[src/rtl/output_merge_if.sv]
// Bundle of the merge stage's flit inputs, arbiter request/token channels, output and error flag.
// The master modport is the merge stage; slave is the surrounding router and arbiter.
interface output_merge_if #(
   parameter int WIDTH = 9
);
   logic [WIDTH-1:0] in1_data;
   logic             in1_valid;
   logic             in1_ready;
   logic [WIDTH-1:0] in2_data;
   logic             in2_valid;
   logic             in2_ready;
   logic             arb_r1_valid;
   logic             arb_r1_ready;
   logic             arb_r2_valid;
   logic             arb_r2_ready;
   logic             arb_win_data;
   logic             arb_win_valid;
   logic             arb_win_ready;
   logic [WIDTH-1:0] out_data;
   logic             out_valid;
   logic             out_ready;
   logic             err;

   modport master (
      input  in1_data, in1_valid, in2_data, in2_valid,
      output in1_ready, in2_ready,
      output arb_r1_valid, arb_r2_valid,
      input  arb_r1_ready, arb_r2_ready,
      input  arb_win_data, arb_win_valid,
      output arb_win_ready,
      output out_data, out_valid,
      input  out_ready,
      output err
   );

   modport slave (
      output in1_data, in1_valid, in2_data, in2_valid,
      input  in1_ready, in2_ready,
      input  arb_r1_valid, arb_r2_valid,
      output arb_r1_ready, arb_r2_ready,
      output arb_win_data, arb_win_valid,
      input  arb_win_ready,
      input  out_data, out_valid,
      output out_ready,
      input  err
   );
endinterface

[src/rtl/output_merge.sv]
// Merge stage after the two-input arbiter: requests on behalf of two inputs, consumes winner tokens
// and forwards granted flits through a one-entry output register. Define MERGE_PKT_LOCK_EN to hold a grant until a tail flit.
module output_merge #(
   parameter int WIDTH = 9
) (
   input logic            clk,
   input logic            rst,
   output_merge_if.master bus
);
   typedef enum logic [1:0] {
      IDLE     = 2'd0,
      REQ      = 2'd1,
      WAIT_WIN = 2'd2,
      FWD      = 2'd3
   } state_t;

   function automatic logic [1:0] popcount2(input logic [1:0] v);
      return {1'b0, v[0]} + {1'b0, v[1]};
   endfunction

   state_t           state_r, state_s;
   logic [1:0]       mask_r, mask_s;
   logic [1:0]       orig_r, orig_s;
   logic [1:0]       served_r, served_s;
   logic [1:0]       pending_r, pending_s;
   logic             sel_r, sel_s;
   logic             err_r, err_s;
   logic [WIDTH-1:0] out_data_r;
   logic             out_valid_r;

   logic             space_s;
   logic             acc_s;
   logic [WIDTH-1:0] acc_data_s;
   logic             grant_end_s;
   logic             in1_ready_s, in2_ready_s;
   logic             r1_valid_s, r2_valid_s;
   logic             win_ready_s;
   logic             bad_tok_s;

   // Output-register space, selected-input accept and end-of-grant detection.
   always_comb begin
      space_s    = !out_valid_r || bus.out_ready;
      acc_data_s = sel_r ? bus.in2_data : bus.in1_data;
      if (state_r == FWD) begin
         in1_ready_s = !sel_r && space_s;
         in2_ready_s = sel_r && space_s;
      end else begin
         in1_ready_s = 1'b0;
         in2_ready_s = 1'b0;
      end
      acc_s = (bus.in1_valid && in1_ready_s) || (bus.in2_valid && in2_ready_s);
`ifdef MERGE_PKT_LOCK_EN
      grant_end_s = acc_s && acc_data_s[WIDTH-1];
`else
      grant_end_s = acc_s;
`endif
   end

   // Next-state and arbiter-side handshake decode.
   always_comb begin
      state_s     = state_r;
      mask_s      = mask_r;
      orig_s      = orig_r;
      served_s    = served_r;
      pending_s   = pending_r;
      sel_s       = sel_r;
      err_s       = err_r;
      r1_valid_s  = 1'b0;
      r2_valid_s  = 1'b0;
      win_ready_s = 1'b0;
      bad_tok_s   = 1'b0;
      case (state_r)
         IDLE: begin
            if (bus.in1_valid || bus.in2_valid) begin
               mask_s    = {bus.in2_valid, bus.in1_valid};
               orig_s    = {bus.in2_valid, bus.in1_valid};
               served_s  = 2'b00;
               pending_s = popcount2({bus.in2_valid, bus.in1_valid});
               state_s   = REQ;
            end else begin
               state_s = IDLE;
            end
         end
         REQ: begin
            r1_valid_s = mask_r[0];
            r2_valid_s = mask_r[1];
            mask_s = mask_r & ~{r2_valid_s && bus.arb_r2_ready, r1_valid_s && bus.arb_r1_ready};
            if (mask_s == 2'b00) begin
               state_s = WAIT_WIN;
            end else begin
               state_s = REQ;
            end
         end
         WAIT_WIN: begin
            win_ready_s = 1'b1;
            // A token for an input never requested, already served, or with nothing pending is dropped.
            bad_tok_s = !orig_r[bus.arb_win_data] || served_r[bus.arb_win_data] ||
                        (pending_r == 2'd0);
            if (bus.arb_win_valid) begin
               if (bad_tok_s) begin
                  err_s   = 1'b1;
                  state_s = IDLE;
               end else begin
                  sel_s                     = bus.arb_win_data;
                  served_s[bus.arb_win_data] = 1'b1;
                  pending_s                 = pending_r - 2'd1;
                  state_s                   = FWD;
               end
            end else begin
               state_s = WAIT_WIN;
            end
         end
         FWD: begin
            if (grant_end_s) begin
               if (pending_r != 2'd0) begin
                  state_s = WAIT_WIN;
               end else begin
                  state_s = IDLE;
               end
            end else begin
               state_s = FWD;
            end
         end
         default: begin
            state_s = IDLE;
         end
      endcase
   end

   // Control-state registers.
   always_ff @(posedge clk) begin
      if (rst) begin
         state_r   <= IDLE;
         mask_r    <= 2'b00;
         orig_r    <= 2'b00;
         served_r  <= 2'b00;
         pending_r <= 2'd0;
         sel_r     <= 1'b0;
         err_r     <= 1'b0;
      end else begin
         state_r   <= state_s;
         mask_r    <= mask_s;
         orig_r    <= orig_s;
         served_r  <= served_s;
         pending_r <= pending_s;
         sel_r     <= sel_s;
         err_r     <= err_s;
      end
   end

   // One-entry output register; a drain and a load in the same cycle keeps it full.
   always_ff @(posedge clk) begin
      if (rst) begin
         out_data_r  <= {WIDTH{1'b0}};
         out_valid_r <= 1'b0;
      end else if (acc_s) begin
         out_data_r  <= acc_data_s;
         out_valid_r <= 1'b1;
      end else if (bus.out_ready) begin
         out_valid_r <= 1'b0;
      end else begin
         out_valid_r <= out_valid_r;
      end
   end

   assign bus.in1_ready     = in1_ready_s;
   assign bus.in2_ready     = in2_ready_s;
   assign bus.arb_r1_valid  = r1_valid_s;
   assign bus.arb_r2_valid  = r2_valid_s;
   assign bus.arb_win_ready = win_ready_s;
   assign bus.out_data      = out_data_r;
   assign bus.out_valid     = out_valid_r;
   assign bus.err           = err_r;
endmodule

[src/flat_wrapper.sv]
// flat-port wrapper written by rule: the top's interface ports become plain ports
module output_merge_flat 
#(
   parameter int WIDTH = 9
)
  (clk, rst, bus_in1_data, bus_in1_valid, bus_in2_data, bus_in2_valid, bus_in1_ready, bus_in2_ready, bus_arb_r1_valid, bus_arb_r2_valid, bus_arb_r1_ready, bus_arb_r2_ready, bus_arb_win_data, bus_arb_win_valid, bus_arb_win_ready, bus_out_data, bus_out_valid, bus_out_ready, bus_err);
  output_merge_if #(.WIDTH(WIDTH)) bus_i ();
  input logic clk;
  input logic rst;
  input wire logic [$bits(bus_i.in1_data)-1:0] bus_in1_data;
  input wire logic [$bits(bus_i.in1_valid)-1:0] bus_in1_valid;
  input wire logic [$bits(bus_i.in2_data)-1:0] bus_in2_data;
  input wire logic [$bits(bus_i.in2_valid)-1:0] bus_in2_valid;
  output wire logic [$bits(bus_i.in1_ready)-1:0] bus_in1_ready;
  output wire logic [$bits(bus_i.in2_ready)-1:0] bus_in2_ready;
  output wire logic [$bits(bus_i.arb_r1_valid)-1:0] bus_arb_r1_valid;
  output wire logic [$bits(bus_i.arb_r2_valid)-1:0] bus_arb_r2_valid;
  input wire logic [$bits(bus_i.arb_r1_ready)-1:0] bus_arb_r1_ready;
  input wire logic [$bits(bus_i.arb_r2_ready)-1:0] bus_arb_r2_ready;
  input wire logic [$bits(bus_i.arb_win_data)-1:0] bus_arb_win_data;
  input wire logic [$bits(bus_i.arb_win_valid)-1:0] bus_arb_win_valid;
  output wire logic [$bits(bus_i.arb_win_ready)-1:0] bus_arb_win_ready;
  output wire logic [$bits(bus_i.out_data)-1:0] bus_out_data;
  output wire logic [$bits(bus_i.out_valid)-1:0] bus_out_valid;
  input wire logic [$bits(bus_i.out_ready)-1:0] bus_out_ready;
  output wire logic [$bits(bus_i.err)-1:0] bus_err;
  assign bus_i.in1_data = bus_in1_data;
  assign bus_i.in1_valid = bus_in1_valid;
  assign bus_i.in2_data = bus_in2_data;
  assign bus_i.in2_valid = bus_in2_valid;
  assign bus_in1_ready = bus_i.in1_ready;
  assign bus_in2_ready = bus_i.in2_ready;
  assign bus_arb_r1_valid = bus_i.arb_r1_valid;
  assign bus_arb_r2_valid = bus_i.arb_r2_valid;
  assign bus_i.arb_r1_ready = bus_arb_r1_ready;
  assign bus_i.arb_r2_ready = bus_arb_r2_ready;
  assign bus_i.arb_win_data = bus_arb_win_data;
  assign bus_i.arb_win_valid = bus_arb_win_valid;
  assign bus_arb_win_ready = bus_i.arb_win_ready;
  assign bus_out_data = bus_i.out_data;
  assign bus_out_valid = bus_i.out_valid;
  assign bus_i.out_ready = bus_out_ready;
  assign bus_err = bus_i.err;
  output_merge #(.WIDTH(WIDTH)) u_core (.clk(clk), .rst(rst), .bus(bus_i));
endmodule
[config.mk]
export PLATFORM = sky130hd
export DESIGN_NAME = output_merge_flat
export DESIGN_NICKNAME = d
export VERILOG_FILES = /design/src/rtl/output_merge_if.sv /design/src/rtl/output_merge.sv /design/src/flat_wrapper.sv
export SDC_FILE = /design/constraint.sdc
export NUM_CORES = 1
export LEC_CHECK = 0
export CAP_MARGIN = 15
export CORE_ASPECT_RATIO = 0.7
export CORE_MARGIN = 1.5
export CORE_UTILIZATION = 30
export DETAILED_ROUTE_END_ITERATION = 8
export SYNTH_ARGS = -nofsm -noshare
export SYNTH_HDL_FRONTEND = slang
export SYNTH_SLANG_ARGS = --single-unit
[constraint.sdc]
create_clock -name clk -period 4.05 [get_ports clk]
set_clock_uncertainty 0.15 [all_clocks]
set_input_delay 1.215 -clock clk [delete_from_list [all_inputs] [get_ports clk]]
set_output_delay 1.215 -clock clk [all_outputs]
set_load 0.02 [all_outputs]
Word level (Yosys, flattened, before mapping)
Index checks and enable logic that the tools add are counted.
W data, S select, Z words.
{"block": "totals", "ff_bits": 22, "inputBits": 27, "output_inout_bits": 16, "wordCells": 81}
{"block": "classes", "n_addsub": 2, "magnitude_cmp": 2, "eq_ne": 6, "muxes": 31, "bitwise": 4, "reduce_logical": 27}
{"operator": "$mux W2", "count": 12}
{"operator": "$mux W1", "count": 13}
{"operator": "$pmux W2 S2", "count": 3}
{"operator": "$mux W9", "count": 1}
{"operator": "$pmux W2 S4", "count": 1}
{"operator": "$reduce_bool A2 Y1", "count": 4}
{"operator": "$logic_and A1 B1 Y1", "count": 7}
{"operator": "$logic_not A2 Y1", "count": 3}
{"operator": "$reduce_and A3 Y1", "count": 2}
{"operator": "$logic_or A1 B1 Y1", "count": 5}
{"operator": "$eq A2 B2 Y1 const B", "count": 2}
{"operator": "$ne A2 B2 Y1 const B", "count": 2}
{"operator": "$reduce_and A2 Y1", "count": 2}
{"operator": "$reduce_and A4 Y1", "count": 1}
{"operator": "$logic_not A1 Y1", "count": 3}
{"operator": "$add A1 B1 Y2", "count": 1}
{"operator": "$and A2 B2 Y2", "count": 1}
{"operator": "$eq A2 B1 Y1 const B", "count": 1}
{"operator": "$lt A1 B2 Y1 const B", "count": 1}
{"operator": "$ne A2 B1 Y1 const B", "count": 1}
{"operator": "$not A2 Y2", "count": 1}
{"operator": "$or A2 B2 Y2", "count": 1}
{"operator": "$sub A2 B1 Y2 const B", "count": 1}
{"operator": "$demux W1 S1", "count": 1}
{"operator": "2 further kinds", "count": 2}

Depth between registers and ports, before layout
Gate-level depths: netlist of run 1.
{"block": "logic_depth", "ltp_word": 8, "ltp_mapped": 6}

Worst setup path after synthesis of run 1
Ideal clock, no wire load.
{"block": "synth_timing", "path_type": "input port to output port", "from": "input bus_out_ready", "to": "output bus_in1_ready", "arrival_time_ns": 1.746, "required_time_ns": 2.685, "setup_slack_ns": 0.939, "cell_stages": 3, "n_path_buf": 0, "path_cell_list": "nand2b_1 > nand3_1 > nor2_1"}
{"block": "synth_via", "elab_chain_len": 3}
{"element": "start, declared", "line_no": "flat_wrapper.sv:25", "source": "input wire logic [$bits(bus_i.out_ready)-1:0] bus_out_ready;"}
{"element": "$logic_or A1 B1 Y1", "line_no": "output_merge.sv:42", "source": "space_s = !out_valid_r || bus.out_ready;"}
{"element": "$logic_and A1 B1 Y1", "line_no": "output_merge.sv:45", "source": "in1_ready_s = !sel_r && space_s;"}
{"element": "$mux W1", "line_no": "output_merge.sv:44", "source": "if (state_r == FWD) begin"}
{"element": "end, declared", "line_no": "flat_wrapper.sv:14", "source": "output wire logic [$bits(bus_i.in1_ready)-1:0] bus_in1_ready;"}
No other way between the ends.

Worst setup path after layout of run 1
Same ends and word-level chain as after synthesis.

==> results of run 1 <==
metrics by stage:
| step | worst slack [ns] | utilization | hold slack (ns) | power (mW) | instances |
|---|---|---|---|---|---|
| final | 0.4348 | 0.4669 | 0.3082 | 0.5866 | 222 |
| after global routing | 0.3699 | 0.4669 | 0.3332 | 0.6226 | 222 |
| after CTS | 0.03621 | 0.4656 | 0.3109 | 0.5944 | 222 |
| after detailed placement | 0.05146 | 0.4461 | 0.2989 | 0.3859 | 218 |
| after global placement | 0.1073 | 0.4461 | 0.2944 | 0.3831 | 218 |
| after floorplan | 0.9393 | - | 0.2817 | 0.3325 | 131 |
power groups by stage:
stage               clock network (mW)  registers, mW  logic [mW]
finish                           0.205          0.250       0.131
detailed placement                   0          0.255       0.131
global placement                     0          0.254       0.129
floorplan                            0          0.248      0.0841
CTS                              0.212          0.250       0.132
global route                     0.224          0.254       0.145
worst min-delay path, delay by kind of cell, from the launching register on:
family	cells	cell delay [ns]
compound gates	1	0.05
flops	1	0.31
simple gates	1	0.05
worst min path at each step:
stage / to / slack [ns] / cells past startpoint
5_1_grt: u_core.orig_r[1] / 0.33 / 2
6_report: u_core.orig_r[1] / 0.31 / 2
3_5_place_dp: u_core.orig_r[1] / 0.30 / 2
2_1_floorplan: u_core.orig_r[0] / 0.28 / 2
3_3_place_gp: u_core.orig_r[0] / 0.29 / 2
4_1_cts: u_core.orig_r[1] / 0.31 / 2
synthesized netlist by cell type (3+ instances only):
cell,n
mux2i_1,10
nor2_1,19
dfxtp_1,22
nor3_1,3
nand2b_1,5
inv_1,10
a21oi_1,9
o21ai_1,4
a211oi_2,10
nand2_1,5
ha_1,3
o21ai_0,3
logic make-up (layout without fill, tap and decap cells):
logic type | after synthesis | after routing
DFF | 22 | 22
AOI/OAI and AO/OA | 34 | 34
buffers and inverters | 17 | 58
muxes | 11 | 11
adders and majority gates | 3 | 3
and+or+nand+nor | 44 | 44
registers in the layout, indices dropped and copies added, names as in the netlist:
register,count
u_core.bus.err,1
u_core.served_r,2
u_core.bus.out_data,9
u_core.state_r,2
u_core.bus.out_valid,1
u_core.orig_r,2
u_core.sel_r,1
u_core.pending_r,2
u_core.mask_r,2
metal layers:
layer  vias to the layer above  routed length, um  share of wire  track usage
li1                        542                  -              -            -
met1                       480               1390           0.49       0.1809
met4                         0                  0              0      0.04592
met5                         -                  0              0            0
met3                         0                 92          0.032      0.03934
met2                        14               1349           0.48       0.2335
layout make-up:
cell class              count  area share
multi-input cells          92      0.3861
inverters                  10     0.02190
clock inverters             1     0.01752
well taps                  50     0.03650
clock buffers               3     0.02409
repair buffers             44      0.2569
flip-flops and latches     22      0.2569
==> impl_metrics.toml, run 1 <==
[critical_path]
crit_type = "input pin to output pin"
worstPathRequired_ns = 2.68
cp_num_buf_inv = 2
critical_path.top_delay_family = "buffers and inverters"
rrSetupSlack_ns = 1.93
r2r-end = "u_core.bus.out_data[6]"
start_kind = "input pin"
crit_end = "bus_in1_ready"
crit_chain = "clkdlybuf4s50_1 > nand2b_1 > nand3_1 > nor2_1 > dlymetal6s2s_1"
arrival_ns = 2.25
end_kind = "output pin"
crit_fanout = 2
ff2ff_path_depth = 5
cp.depth = 5
cpPeakStageDelay_ns = 0.45
slowest_stage = "clkdlybuf4s50_1"
r2r_start = "u_core.sel_r"
crit_start = "bus_out_ready"

[yosys]
synth_top_family_by_area = "compound AO/OA/AOI/OAI gates"
seq_area_frac_synth = 0.3694
ys_warn_count = 0
yosys.area.top_type = "dfxtp_1"
synth-xor-area-share = 0
synth_cell_types = 36
yosys.area_share.simple = 0.1899
synth-edff-count = 0
synth_nets = 161
synth_top_cell_area_share = 0.3694
syn_avg_cell_area_sq_um = 9.102
ys_top_cells_by_area = "dfxtp_1, a211oi_2, mux2i_1"
synthArstFlopShare = 0
synth_seq_cells = 22
netlist_area_sq_mm = 0.001192
muxShareOfSynthArea = 0.09339
synthFlopType = "dfxtp_1"
synth_fa_ha_area_frac = 0.03148
synth-compound-area-share = 0.2403
syn_inst = 131

[layout]
drive_gt1_frac = 0.1279
layout_commonest_cell = "clkdlybuf4s50_1"
antennaDiodeCount = 0
fin_nets = 203
multiInputGateArea_sq_um = 661.9
layout_common_cells = "clkdlybuf4s50_1, dfxtp_1, nor2_1"
stdcell_area_sq_mm = 0.001714
seqCellArea_sq_um = 440.4
area_growth_pct = 43.76
fillers = 348

[timing]
tightestPinTransition_ns = 1.010
setup_violations = 0
max_freq_ghz = 0.2766
layout_min_cycle_time_ns = 3.615
report.final.slew_viol_count = 0
layout_worst_path_cycle_share = 0.8926
fin_tns_setup_ns = 0
rsz0062_at_grt = "no"
relSlewSlack = 0.3243
hold_violations = 0

[die]
die_w_um = 78.35
pin_count = 43
die_h_um = 55.75
die-area_sq_mm = 0.004368
coreArea_sq_mm = 0.003671
rows = 18
initial_core_util = 0.3248

[cts]
clock_sinks = 22
holdBufCountCts = 0
clockBufferDepth = 2
clkTransAtPathRegs_ns = 0.08
cts_setup_buffers = 0
cts_buffers = 3
htree_levels = 1
clock_latency_ns = 0.26
clock-root-buffer = "clkbuf_8"
cts-resized-gates = 0
cts_tree = "yes"

[power]
combPwrFrac = 0.224
switching_share = 0.2690
power_density_mw_per_mm2 = 342.2
ir_drop_mv = 0.1452
p_leak_nw = 0.6002
internal_power_uw = 428.8
netSwitchingPower_uw = 157.8
clock_power_share = 0.350
power_frac_seq = 0.426

[routing]
first_pass_iters = 4
drt_iter0_markers = 36
vias = 1036
via_per_inst = 4.667
drtAntennaViolNets = 0
wirelength_um = 2832
drc = 0
wire_per_inst_um = 12.76

[global_route]
grt_remaining_overflow = 0
antenna_found_initial = 0
grt_usage = 0.1424
grt_pass1_wl_um = 4919
grt_max_degree = 24
grt_pass1_vias = 1043

[place]
gp_congestion = 0.7855
dpl-instance-area_sq_mm = 0.001638
dp_hpwl_um = 2168
port_buffers = 42

[status]
outcome = "complete, no violations"

[hold_path]
hold_class = "flip-flop to flip-flop"
min_from = "u_core.orig_r[1]"

[run]
cap_viol_max_count = 0
Note: power is estimated with default switching activity, not from simulation.
==> inputs of run 2 (changes only) <==
Settings changed: SLEW_MARGIN from default to 25.
==> results of run 2 <==
The final DEF is identical to that of run 1; final timing and power are the same.
